==> config.mk <==
export PLATFORM = sky130hd
export DESIGN_NAME = mem_port_arbiter
export DESIGN_NICKNAME = d
export VERILOG_FILES = /design/src/rtl/rv32i_types.sv /design/src/rtl/arb_starve_ctr.sv /design/src/rtl/mem_port_arbiter.sv
export SDC_FILE = /design/constraint.sdc
export NUM_CORES = 1
export LEC_CHECK = 0
export CAP_MARGIN = 20
export CORE_MARGIN = 2
export CORE_UTILIZATION = 39
export CTS_CLUSTER_DIAMETER = 80
export DETAILED_ROUTE_END_ITERATION = 8
export GPL_TIMING_DRIVEN = 0
export PLACE_DENSITY = 0.79
export SLEW_MARGIN = 20
export SYNTH_ARGS = -nofsm -noshare
export SYNTH_HDL_FRONTEND = slang
export SYNTH_HIERARCHICAL = 1
export SYNTH_SLANG_ARGS = --single-unit
==> constraint.sdc <==
create_clock -name clk -period 2.4 [get_ports clk]
set_clock_uncertainty 0.15 [all_clocks]
set_input_delay 0.48 -clock clk [delete_from_list [all_inputs] [get_ports clk]]
set_output_delay 0.48 -clock clk [all_outputs]
set_load 0.02 [all_outputs]
==> src/rtl/rv32i_types.sv <==
//==============================================================================
// Module      : rv32i_types (package)
// Description : Shared types for the RV32I memory-side blocks.
// Revision    : 1.0 - initial release
//==============================================================================
`default_nettype none

package rv32i_types;

  typedef enum logic [2:0] {
    ARB_IDLE   = 3'd0,
    ARB_BUSY_A = 3'd1,
    ARB_BUSY_B = 3'd2,
    ARB_DONE_A = 3'd3,
    ARB_DONE_B = 3'd4
  } arb_state_t;

  // Wide enough for any supported data width; users slice to DATA_W/8.
  localparam logic [127:0] ARB_MASK_ALL = '1;

endpackage : rv32i_types

`default_nettype wire

==> src/rtl/arb_starve_ctr.sv <==
//==============================================================================
// Module      : arb_starve_ctr
// Description : Saturating counter of consecutive B grants while A waits.
// Revision    : 1.0 - initial release
//==============================================================================
`default_nettype none

module arb_starve_ctr #(
  parameter int STARVE_MAX = 4
) (
  input  logic clk,
  input  logic rst,
  input  logic inc,
  input  logic clr,
  output logic at_limit
);

  localparam int c_cnt_w = $clog2(STARVE_MAX + 1);

  logic [c_cnt_w-1:0] r_cnt;

  always_ff @(posedge clk) begin
    if (rst) begin
      r_cnt <= '0;
    end else if (clr) begin
      r_cnt <= '0;
    end else if (inc && !at_limit) begin
      r_cnt <= r_cnt + 1'b1;
    end
  end

  assign at_limit = (r_cnt >= c_cnt_w'(STARVE_MAX));

endmodule : arb_starve_ctr

`default_nettype wire

==> src/rtl/mem_port_arbiter.sv <==
//==============================================================================
// Module      : mem_port_arbiter
// Description : Merges instruction (A) and data (B) ports onto one memory port.
// Revision    : 1.0 - initial release
//==============================================================================
`default_nettype none

module mem_port_arbiter
  import rv32i_types::*;
#(
  parameter int ADDR_W     = 32,
  parameter int DATA_W     = 32,
  parameter int STARVE_MAX = 4
) (
  input  logic                clk,
  input  logic                rst,
  input  logic                read_a,
  input  logic [ADDR_W-1:0]   address_a,
  output logic [DATA_W-1:0]   rdata_a,
  output logic                resp_a,
  input  logic                read_b,
  input  logic                write_b,
  input  logic [DATA_W/8-1:0] wmask_b,
  input  logic [ADDR_W-1:0]   address_b,
  input  logic [DATA_W-1:0]   wdata_b,
  output logic [DATA_W-1:0]   rdata_b,
  output logic                resp_b,
  output logic                mem_read,
  output logic                mem_write,
  output logic [ADDR_W-1:0]   mem_address,
  output logic [DATA_W-1:0]   mem_wdata,
  output logic [DATA_W/8-1:0] mem_byte_enable,
  input  logic [DATA_W-1:0]   mem_rdata,
  input  logic                mem_resp
);

  localparam int                 c_mask_w   = DATA_W / 8;
  localparam logic [c_mask_w-1:0] c_mask_all = ARB_MASK_ALL[c_mask_w-1:0];

  arb_state_t          r_state;
  arb_state_t          w_state_nxt;
  logic                w_req_b;
  logic                w_grant_a;
  logic                w_grant_b;
  logic                w_at_limit;
  logic                w_busy;
  logic                r_mem_read;
  logic                r_mem_write;
  logic [ADDR_W-1:0]   r_mem_address;
  logic [DATA_W-1:0]   r_mem_wdata;
  logic [c_mask_w-1:0] r_mem_be;
  logic [DATA_W-1:0]   r_rdata_a;
  logic [DATA_W-1:0]   r_rdata_b;

  assign w_req_b = read_b | write_b;
  assign w_busy  = (r_state == ARB_BUSY_A) || (r_state == ARB_BUSY_B);

  always_comb begin
    w_state_nxt = r_state;
    w_grant_a   = 1'b0;
    w_grant_b   = 1'b0;
    case (r_state)
      ARB_IDLE: begin
        if (w_req_b && (!read_a || !w_at_limit)) begin
          w_grant_b   = 1'b1;
          w_state_nxt = ARB_BUSY_B;
        end else if (read_a) begin
          w_grant_a   = 1'b1;
          w_state_nxt = ARB_BUSY_A;
        end
      end
      ARB_BUSY_A: if (mem_resp) w_state_nxt = ARB_DONE_A;
      ARB_BUSY_B: if (mem_resp) w_state_nxt = ARB_DONE_B;
      // DONE always falls back to IDLE so a held request is re-arbitrated fresh.
      ARB_DONE_A, ARB_DONE_B: w_state_nxt = ARB_IDLE;
      default: w_state_nxt = ARB_IDLE;
    endcase
  end

  always_ff @(posedge clk) begin
    if (rst) begin
      r_state <= ARB_IDLE;
    end else begin
      r_state <= w_state_nxt;
    end
  end

  always_ff @(posedge clk) begin
    if (rst) begin
      r_mem_read    <= 1'b0;
      r_mem_write   <= 1'b0;
      r_mem_address <= '0;
      r_mem_wdata   <= '0;
      r_mem_be      <= '0;
      r_rdata_a     <= '0;
      r_rdata_b     <= '0;
    end else begin
      if (w_grant_a) begin
        r_mem_read    <= 1'b1;
        r_mem_write   <= 1'b0;
        r_mem_address <= address_a;
        r_mem_be      <= c_mask_all;
      end else if (w_grant_b) begin
        // Simultaneous read_b/write_b resolves to a write.
        r_mem_read    <= ~write_b;
        r_mem_write   <= write_b;
        r_mem_address <= address_b;
        r_mem_wdata   <= wdata_b;
        r_mem_be      <= write_b ? wmask_b : c_mask_all;
      end else if (w_busy && mem_resp) begin
        r_mem_read  <= 1'b0;
        r_mem_write <= 1'b0;
      end
      if ((r_state == ARB_BUSY_A) && mem_resp) r_rdata_a <= mem_rdata;
      if ((r_state == ARB_BUSY_B) && mem_resp) r_rdata_b <= mem_rdata;
    end
  end

  arb_starve_ctr #(
    .STARVE_MAX (STARVE_MAX)
  ) u_starve_ctr (
    .clk      (clk),
    .rst      (rst),
    .inc      (w_grant_b & read_a),
    .clr      (w_grant_a | (w_grant_b & ~read_a)),
    .at_limit (w_at_limit)
  );

  assign resp_a          = (r_state == ARB_DONE_A);
  assign resp_b          = (r_state == ARB_DONE_B);
  assign rdata_a         = r_rdata_a;
  assign rdata_b         = r_rdata_b;
  assign mem_read        = r_mem_read;
  assign mem_write       = r_mem_write;
  assign mem_address     = r_mem_address;
  assign mem_wdata       = r_mem_wdata;
  assign mem_byte_enable = r_mem_be;

endmodule : mem_port_arbiter

`default_nettype wire

### Yosys cells after proc, flatten, opt, wreduce, memory -nomap -nowiden

Cells that the tools add are included.
W data, S select, Z words.

| word-level totals | value |
|---|---|
| memory bits (read-only) | 0 |
| input port bits | 138 |
| RAM bits | 0 |
| bits in latches | 0 |
| logic and storage cells | 61 |
| output and inout port bits | 136 |
| memories | 0 |
| bits in registers | 140 |

| cells by class | value |
|---|---|
| shifts and indexed selects | 0 |
| muxes and demuxes | 19 |
| reductions and logical operators | 17 |
| $mul | 0 |
| div/mod/pow operators | 0 |
| bitwise logic cells | 7 |
| magnitude comparators | 1 |
| eq/ne operators | 7 |
| $add $sub $neg | 1 |

Operators by type and width:

| operator | number |
|---|---|
| $mux W32 | 2 |
| $mux W3 | 4 |
| $mux W4 | 3 |
| $mux W1 | 9 |
| $pmux W3 S3 | 1 |
| $eq A3 B2 Y1 const B | 2 |
| $logic_and A1 B1 Y1 | 5 |
| $ne A2 B2 Y1 const B | 2 |
| $reduce_bool A2 Y1 | 2 |
| $reduce_or A2 Y1 | 2 |
| $add A3 B1 Y3 const B | 1 |
| $eq A3 B1 Y1 const B | 1 |
| $eq A3 B3 Y1 const B | 1 |
| $ge A3 B3 Y1 const B | 1 |
| $logic_not A3 Y1 | 1 |
| $ne A3 B3 Y1 const B | 1 |
| $not A1 Y1 | 3 |
| $reduce_and A3 Y1 | 1 |
| $reduce_bool A3 Y1 | 1 |
| $and A1 B1 Y1 | 2 |
| $logic_not A1 Y1 | 2 |
| $logic_or A1 B1 Y1 | 2 |
| $or A1 B1 Y1 | 2 |
| $reduce_and A2 Y1 | 1 |

### Longest topological paths before layout

Gate-level depths: netlist of the first run.

| depth | value |
|---|---|
| depth after elaboration | 9 |
| depth in mapped cells | 8 |
| gate-level depth less buffers | 6 |

### Hierarchy

Netlist of the first run, hierarchy kept.

By module, submodules not included:

| module | area each (um^2) | cells an instance | instances |
|---|---|---|---|
| mem_port_arbiter | 5,092.4 | 580 | 1 |
| arb_starve_ctr | 148.9 | 15 | 1 |

### Worst setup path before layout of the first run

Ideal clock, no wire load.

| path | value |
|---|---|
| kind | input to register |
| from | input read_a |
| to | register u_starve_ctr.r_cnt[1] |
| stages on the path | 7 |
| path buffers | 1 |
| data required time | 2.113 ns |
| arrival | 1.818 ns |
| path slack | 0.295 ns |
| setup time | 0.137 ns |
| cell sequence | o2bb2ai_4 > nor4_4 > buf_6 > and2_1 > nor2b_4 > mux2i_1 > nor3_1 |

| on the way | value |
|---|---|
| longest elaborated chain between the ends | 8 |
| elaborated cells between the ends (all ways) | 14 |
| those cells by class | mux (5); bitwise (4); reduce/logical (5) |

Ends and longest elaborated chain:

| item | RTL line | text |
|---|---|---|
| start: declaration | mem_port_arbiter.sv:17 | `input logic read_a,` |
| $logic_not A1 Y1 | mem_port_arbiter.sv:64 | `if (w_req_b && (!read_a \|\| !w_at_limit)) begin` |
| $logic_or A1 B1 Y1 | mem_port_arbiter.sv:64 |  |
| $logic_and A1 B1 Y1 | mem_port_arbiter.sv:64 |  |
| $mux W1 | mem_port_arbiter.sv:64 |  |
| $mux W1 | mem_port_arbiter.sv:62 | `case (r_state)` |
| $and A1 B1 Y1 | mem_port_arbiter.sv:125 | `.clr (w_grant_a \| (w_grant_b & ~read_a)),` |
| $or A1 B1 Y1 | mem_port_arbiter.sv:125 |  |
| $reduce_or A2 Y1 (no line) | -- |  |
| end signal: assignment | arb_starve_ctr.sv:28 | `r_cnt <= r_cnt + 1'b1;` |
| end: declaration | arb_starve_ctr.sv:20 | `logic [c_cnt_w-1:0] r_cnt;` |

Several ways; a longest one is shown, not always the timed one.
A chain may end at the register's enable or synchronous reset.

### Final worst setup path of the first run

| path | value |
|---|---|
| from | register r_state[1] |
| to | output resp_a |

| on the way | value |
|---|---|
| longest elaborated chain between the ends | 1 |

Ends and longest elaborated chain:

| item | RTL line | text |
|---|---|---|
| start: declaration | mem_port_arbiter.sv:40 | `arb_state_t r_state;` |
| start signal: assignment | mem_port_arbiter.sv:84 | `r_state <= w_state_nxt;` |
| $eq A3 B2 Y1 | mem_port_arbiter.sv:129 | `assign resp_a = (r_state == ARB_DONE_A);` |
| end: declaration | mem_port_arbiter.sv:20 | `output logic resp_a,` |

Every way passes these cells.

==> results of run 1 <==
## area by class of cell
cell class,count,share of cell area
well taps,176,0.02523
multi-input cells,405,0.2476
repair buffers,274,0.3140
flip-flops and latches,140,0.3211
clock inverters,6,0.004444
plain buffers,46,0.03025
clock buffers,25,0.05563
inverters,4,0.001720
## through the flow
| stage | setup slack (ns) | cells | util | total power [mW] |
|---|---|---|---|---|
| final | 0.1831 | 1076 | 0.6616 | 6.087 |
| after global routing | 0.08645 | 1076 | 0.6616 | 6.334 |
| after CTS | 0.1211 | 1076 | 0.6614 | 6.140 |
| after detailed placement | -0.6180 | 1044 | 0.6212 | 3.809 |
| after global placement | -0.6333 | 1044 | 0.6212 | 3.795 |
| after floorplan | 0.2950 | 595 | - | 3.167 |
## worst max-delay path, cell delays in order (launching register included)
cell and delay (ns):
dfxtp_1 0.32, buf_2 0.24, nor3b_1 0.20, dlygate4sd2_1 0.41
## registers in the layout, summed over array words and instances, names as in the netlist
| name | count |
|---|---|
| u_starve_ctr/r_cnt | 3 |
| mem_write | 1 |
| r_state | 3 |
| mem_wdata | 32 |
| mem_address | 32 |
| mem_read | 1 |
| rdata_b | 32 |
| mem_byte_enable | 4 |
| rdata_a | 32 |
## final timing paths
| kind | end | slack, ns | depth (start not counted) | start |
|---|---|---|---|---|
| max | resp_a | 0.18 | 3 | r_state[1] |
| min | rdata_b[4] | 0.30 | 2 | rdata_b[4] |
| max reg2reg | u_starve_ctr/r_cnt[1] | 0.34 | 8 | u_starve_ctr/r_cnt[2] |
| min reg2reg | rdata_b[4] | 0.30 | 2 | rdata_b[4] |
## what timing repair did
action / CTS / global route
cloned: 0 / 0
setup endpoints to repair: 4 / 30
setup buffers: 1 / 0
pin swaps: 1 / 0
gates resized for setup: 2 / 3
## cells by family (layout without fill, tap and decap cells)
group	count (synthesis)	after routing	share of synthesized area
compound gates	140	140	0.1721
fa+ha+maj	2	2	0.004774
mux	4	4	0.007639
buf+inv	50	355	0.05300
xor+xnor	2	2	0.003343
simple gates	257	257	0.2244
flops	140	140	0.5347
## per-layer routing
layer / GRT usage / up-vias / part of all wire
met5: 0 / - / 0
met1: 0.2431 / 2421 / 0.39
li1: - / 2594 / -
met4: 0.06471 / 0 / 0.015
met2: 0.3920 / 200 / 0.50
met3: 0.1065 / 20 / 0.098
## synthesized netlist by cell type, types with 2 or more instances
library cell and instances:
nand2_1 197, dfxtp_1 140, a21oi_1 98, and2_1 34, a221o_1 32, buf_2 18
clkbuf_1 17, buf_6 7, nor3_1 6, nor2_1 5, buf_4 4, mux2i_1 4
inv_1 3, o21ai_1 3, ha_1 2, nor4_4 2, o21ai_0 2
## where the power goes
part	switching (mW)	internal, mW
registers	0.0785	2.48
logic	0.573	0.629
clock network	0.932	1.39
total	1.58	4.50
==> summary.md, run 1 <==
| Metric | Value |
|---|---|
| CTS H-tree depth | `4` |
| Setup TNS | `0 ns` |
| Pins Over Slew Limit | `0` |
| Peak VDD IR | `589.6 uV` |
| Hold_buf cts | `0` |
| CTS tree | `built` |
| Ys async rst share | `0` |
| Multi-input gate area | `2161 sq um` |
| Number of I/O port buffers | `273` |
| Most common cell after layout, fill and taps aside | `clkdlybuf4s50_1` |
| Initial Utilization | `0.3974` |
| RSZ-0062 raised after global routing | `false` |
| Finished Cell Area | `8727 sq um` |
| Final setup vio count | `0` |
| Number of synthesized flops with an enable pin | `0` |
| GP Congestion | `0.7907` |
| Tmin final | `2.217 ns` |
| Synthesized area per cell | `8.809 sq um` |
| P_leak | `3.243 nW` |
| First-pass GRT wire length | `25460 microns` |
| Yosys top cell by area | `dfxtp_1` |
| MaxCap Viol Count | `0` |
| Grt total ovfl | `0` |
| Total Wirelength | `16500 microns` |
| GR Util All Layers | `0.2252` |
| HP Class | `reg2reg` |
| Clock root buffer | `clkbuf_16` |
| Core Area | `13190 sq um` |
| Top post-synthesis cells by area | `dfxtp_1 (53%), nand2_1 (14%), a21oi_1 (9.4%)` |
| Cells after Synth | `595` |
| Largest net degree at the start of global routing | `17` |
| Status | `complete, no violations` |
| Vias in the first global route | `4975` |
| Fin nets | `1028` |
| Share of cells above drive strength 1 | `0.07556` |
| Max transition margin | `0.5914` |
| Filler cell count | `1059` |
| Die width | `119.9 microns` |
| HPWL Detailed | `12220 microns` |
| Final ANT Viol Nets | `0` |
| Mapped Area | `5241 sq um` |
| Seq/Total Area, Yosys | `0.5347` |
| N_diodes | `0` |
| Initial antenna violation count | `0` |
| Area post-placement | `8194 sq um` |
| Die H | `119.9 microns` |
| Rows | `42` |
| CP Capture Type | `output port` |
| Register area | `2803 sq um` |
| Clock buffer depth | `2` |
| Hold slack | `0.3014 ns` |
| Total CTS buffers | `17` |
| CP arrival | `1.59 ns` |
| Max Clock Freq | `451.1 MHz` |
| Crit share post-route | `0.9237` |
| FF+latch count, synth | `140` |
| DR WL/cell | `15.33 microns` |
| Cell variety after synth | `38` |
| Worst-skew pair later-pin latency | `0.41 ns` |
| Synth top area share | `0.5347` |
| Drt first pass iters | `4` |
| Die area | `14380 sq um` |
| Synth Flop Type | `dfxtp_1` |
| Area grow syn2layout | `66.51%` |
| Pwr dens | `697.4 nW/um^2` |
| IO Pins | `274` |
| Via count | `5235` |
| CP max FO | `10` |
| Synth warnings | `6` |
| Drt drc | `0` |
| Most frequent cells in the layout | `clkdlybuf4s50_1 (270), nand2_1 (197), dfxtp_1 (140)` |
| Worst Tran Pin Value | `0.6113 ns` |
| Startpoint Class | `flip-flop` |
| Crit Path Category | `reg2out` |
| Total nets after synthesis | `735` |
| Worst Path Required | `1.77 ns` |
| Final Hold Viols | `0` |
| DR iter-0 viols | `220` |
| Drt via density | `4.865` |
| CTS sink cnt | `140` |
| CTS clk-pin slew, worst paths | `0.05 ns` |
No activity file was read; power rests on OpenSTA's default activity.
==> run 2, diff against run 1 <==
- GPL_TIMING_DRIVEN: 0 -> 1
- MAX_ROUTING_LAYER: not set -> met4
==> run 2 against run 1 <==
Global-route usage rose by 0.17 points. Critical path depth did not move. Die area unchanged. Clock power rose by 9.5%. Setup slack better by 0.040 ns. Routed wire length shrank 3.6%. Fmax is 1.8% higher. Utilization rose by 0.28 points. Power up 3.6%. Non-clock buffer count down 25. Via count is 3.0% lower. Cell count shrank 2.3%. Highest routed layer unchanged.
==> summary.md, run 2 (synthesis gave the netlist of run 1 again) <==
| Metric | Value |
|---|---|
| Status | `complete, no violations` |
| GR Util All Layers | `0.2269 (+0.001698)` |
| N_diodes | `0 (unchanged)` |
| CP max FO | `6 (-4)` |
| Hold slack | `0.3012 ns (-0.0002470 ns)` |
| Die width | `119.9 microns (unchanged)` |
| Vias in the first global route | `4979 (+0.080%)` |
| Switching share of power | `0.2552 (-0.004910)` |
| Tmin final | `2.177 ns (-0.03958 ns)` |
| Total CTS buffers | `17 (unchanged)` |
| Clock root buffer | `clkbuf_16` |
| Sequential fraction of design power | `0.407 (-0.014)` |
| RSZ-0062 raised after global routing | `false` |
| Share of cells above drive strength 1 | `0.07314 (-0.002413)` |
| Reg2Reg Depth | `3 (-5)` |
| GP Congestion | `0.8001 (+1.2%)` |
| Layout Utilization | `0.6645 (+0.002846)` |
| HP Class | `reg2reg` |
| DR WL/cell | `15.13 microns (-1.3%)` |
| CTS clk-pin slew, worst paths | `0.06 ns (about the same)` |
| Area grow syn2layout | `67.22%` |
| IO Pins | `274 (unchanged)` |
| Drt first pass iters | `4 (unchanged)` |
| Number of I/O port buffers | `273 (unchanged)` |
| Drt via density | `4.832 (-0.69%)` |
| Pins Over Slew Limit | `0 (unchanged)` |
| Crit share post-route | `0.9072 (-0.01649)` |
| Cell Chain, Critical Path | `inv_2, nor3b_1, dlygate4sd2_1` |
| Combinational Power Share | `0.190 (-0.008)` |
| Startpoint Class | `flip-flop` |
| Max transition margin | `0.4962 (-0.09525)` |
| Final setup vio count | `0 (unchanged)` |
| First-pass GRT wire length | `25190 microns (-1.1%)` |
| CP arrival | `1.55 ns (-0.04 ns)` |
| Grt total ovfl | `0 (unchanged)` |
| MaxCap Viol Count | `0 (unchanged)` |
| Slowest stage delay, CP | `0.47 ns (+0.06 ns)` |
| Net Switching | `1.610 mW (+1.7%)` |
| Pwr dens | `719.7 nW/um^2 (+3.2%)` |
| Most common cell after layout, fill and taps aside | `clkdlybuf4s50_1` |
| HPWL Detailed | `10980 microns (-10%)` |
| Final Hold Viols | `0 (unchanged)` |
| Fin nets | `1003 (-2.4%)` |
| Die H | `119.9 microns (unchanged)` |
| Peak VDD IR | `495.7 uV (-16%)` |
| P_leak | `3.244 nW (about the same)` |
| Reg-to-reg endpoint | `mem_address[23]` |
| Worst Tran Pin Value | `0.7540 ns (+0.1427 ns)` |
| Most frequent cells in the layout | `clkdlybuf4s50_1 (270), nand2_1 (197), dfxtp_1 (140)` |
| Initial antenna violation count | `0 (unchanged)` |
| CTS tree | `built` |
| Max Clock Freq | `459.3 MHz (+1.8%)` |
| Setup TNS | `0 ns (unchanged)` |
| Total power | `6.308 mW (+3.6%)` |
| Clock Power Share | `0.403 (+0.021)` |
| Final ANT Viol Nets | `0 (unchanged)` |
| Rows | `42 (unchanged)` |
| RR Startpoint | `r_state[0]` |
| Worst-skew pair later-pin latency | `0.41 ns (about the same)` |
| Core Area | `13190 sq um (unchanged)` |
| Internal power | `4.698 mW (+4.3%)` |
| WHS Endpoint | `rdata_a[1]` |
| Via count | `5078 (-3.0%)` |
| Critical-path top delay cell | `dfxtp_1` |
| Largest net degree at the start of global routing | `71 (+54)` |
| Hold path depth | `2 (unchanged)` |
| Setup slack, reg-to-reg | `0.33 ns (about the same)` |
| CTS H-tree depth | `4 (unchanged)` |
| Drt drc | `0 (unchanged)` |
| Worst Path Required | `1.77 ns (about the same)` |
| DR iter-0 viols | `242 (+10%)` |
| CTS sink cnt | `140 (unchanged)` |
| CP Capture Type | `output port` |
| Total Wirelength | `15900 microns (-3.6%)` |
| Die area | `14380 sq um (unchanged)` |
| Crit Path Category | `reg2out` |
| Initial Utilization | `0.3974 (unchanged)` |
| Clock buffer depth | `2 (unchanged)` |
| Hold_buf cts | `0 (unchanged)` |
| Min-delay src | `rdata_a[1]` |
-- run 2: cell types whose count changed in the layout (fill, tap and decap cells not counted), sizes merged --
cell,delta
bufinv,+2
clkbuf,-21
dlygate4sd2,-1
buf,-7
inv,+1
clkinv,+1
-- run 2: per-stage QoR --
step / setup slack (ns) / std cells / cell area, sq um
5_1_grt: 0.1248 / 1051 / 8765
3_3_place_gp: 0.002752 / 1020 / 8187
4_1_cts: 0.01080 / 1051 / 8762
6_report: 0.2227 / 1051 / 8765
3_5_place_dp: -0.05485 / 1020 / 8187
2_1_floorplan: 0.2950 / 595 / 5241
-- run 2: final cells by class --
class                           instances  area, sq um
Clock buffer                           21        460.4
Clock inverter                         10        116.4
Fill cell                            1057         4425
Inverter                                4        15.01
Multi-Input combinational cell        405         2178
Sequential cell                       140         2803
Tap cell                              176        220.2
Timing Repair Buffer                  295         2972
-- run 2: what timing repair did --
action                                  in CTS  in global routing
buffers inserted                             0                  0
endpoints found under the setup margin       1                  1
gates resized for setup                      1                  1
-- run 2: per-layer routing --
layer / up-vias / GRT usage / wire length (microns)
met3: 23 / 0.08460 / 1385
met1: 2322 / 0.2562 / 6510
met2: 195 / 0.3732 / 7760
met5: - / - / 0
li1: 2538 / - / -
met4: 0 / 0.07206 / 242
-- run 2: worst max-delay path by stage --
stage                          start               endpoint  cells after the start
after detailed placement      read_a        mem_address[31]                      5
after global routing      r_state[0]                 resp_a                      3
after floorplan               read_a  u_starve_ctr/r_cnt[1]                      7
after CTS                 r_state[2]                 resp_b                      3
final                     r_state[0]                 resp_a                      3
after global placement        read_a        mem_address[22]                      5
-- run 2: critical path, delay by kind of cell, from the launching register on --
family,cells,cell delay (ns)
flip-flops,1,0.47
buffers and inverters,2,0.50
AND/OR/NAND/NOR,1,0.17
-- run 2: power by group through the flow --
stage / sequential [mW] / clock (mW) / combinational, mW
floorplan: 2.79 / 0 / 0.381
global placement: 2.61 / 0 / 1.19
detailed placement: 2.61 / 0 / 1.20
CTS: 2.57 / 2.60 / 1.21
global route: 2.58 / 2.69 / 1.28
finish: 2.57 / 2.54 / 1.20
==> run 3, diff against run 2 <==
- CTS_CLUSTER_SIZE: not set -> 40
==> results of run 3 <==
The final DEF is identical to that of run 2; final timing and power are the same.
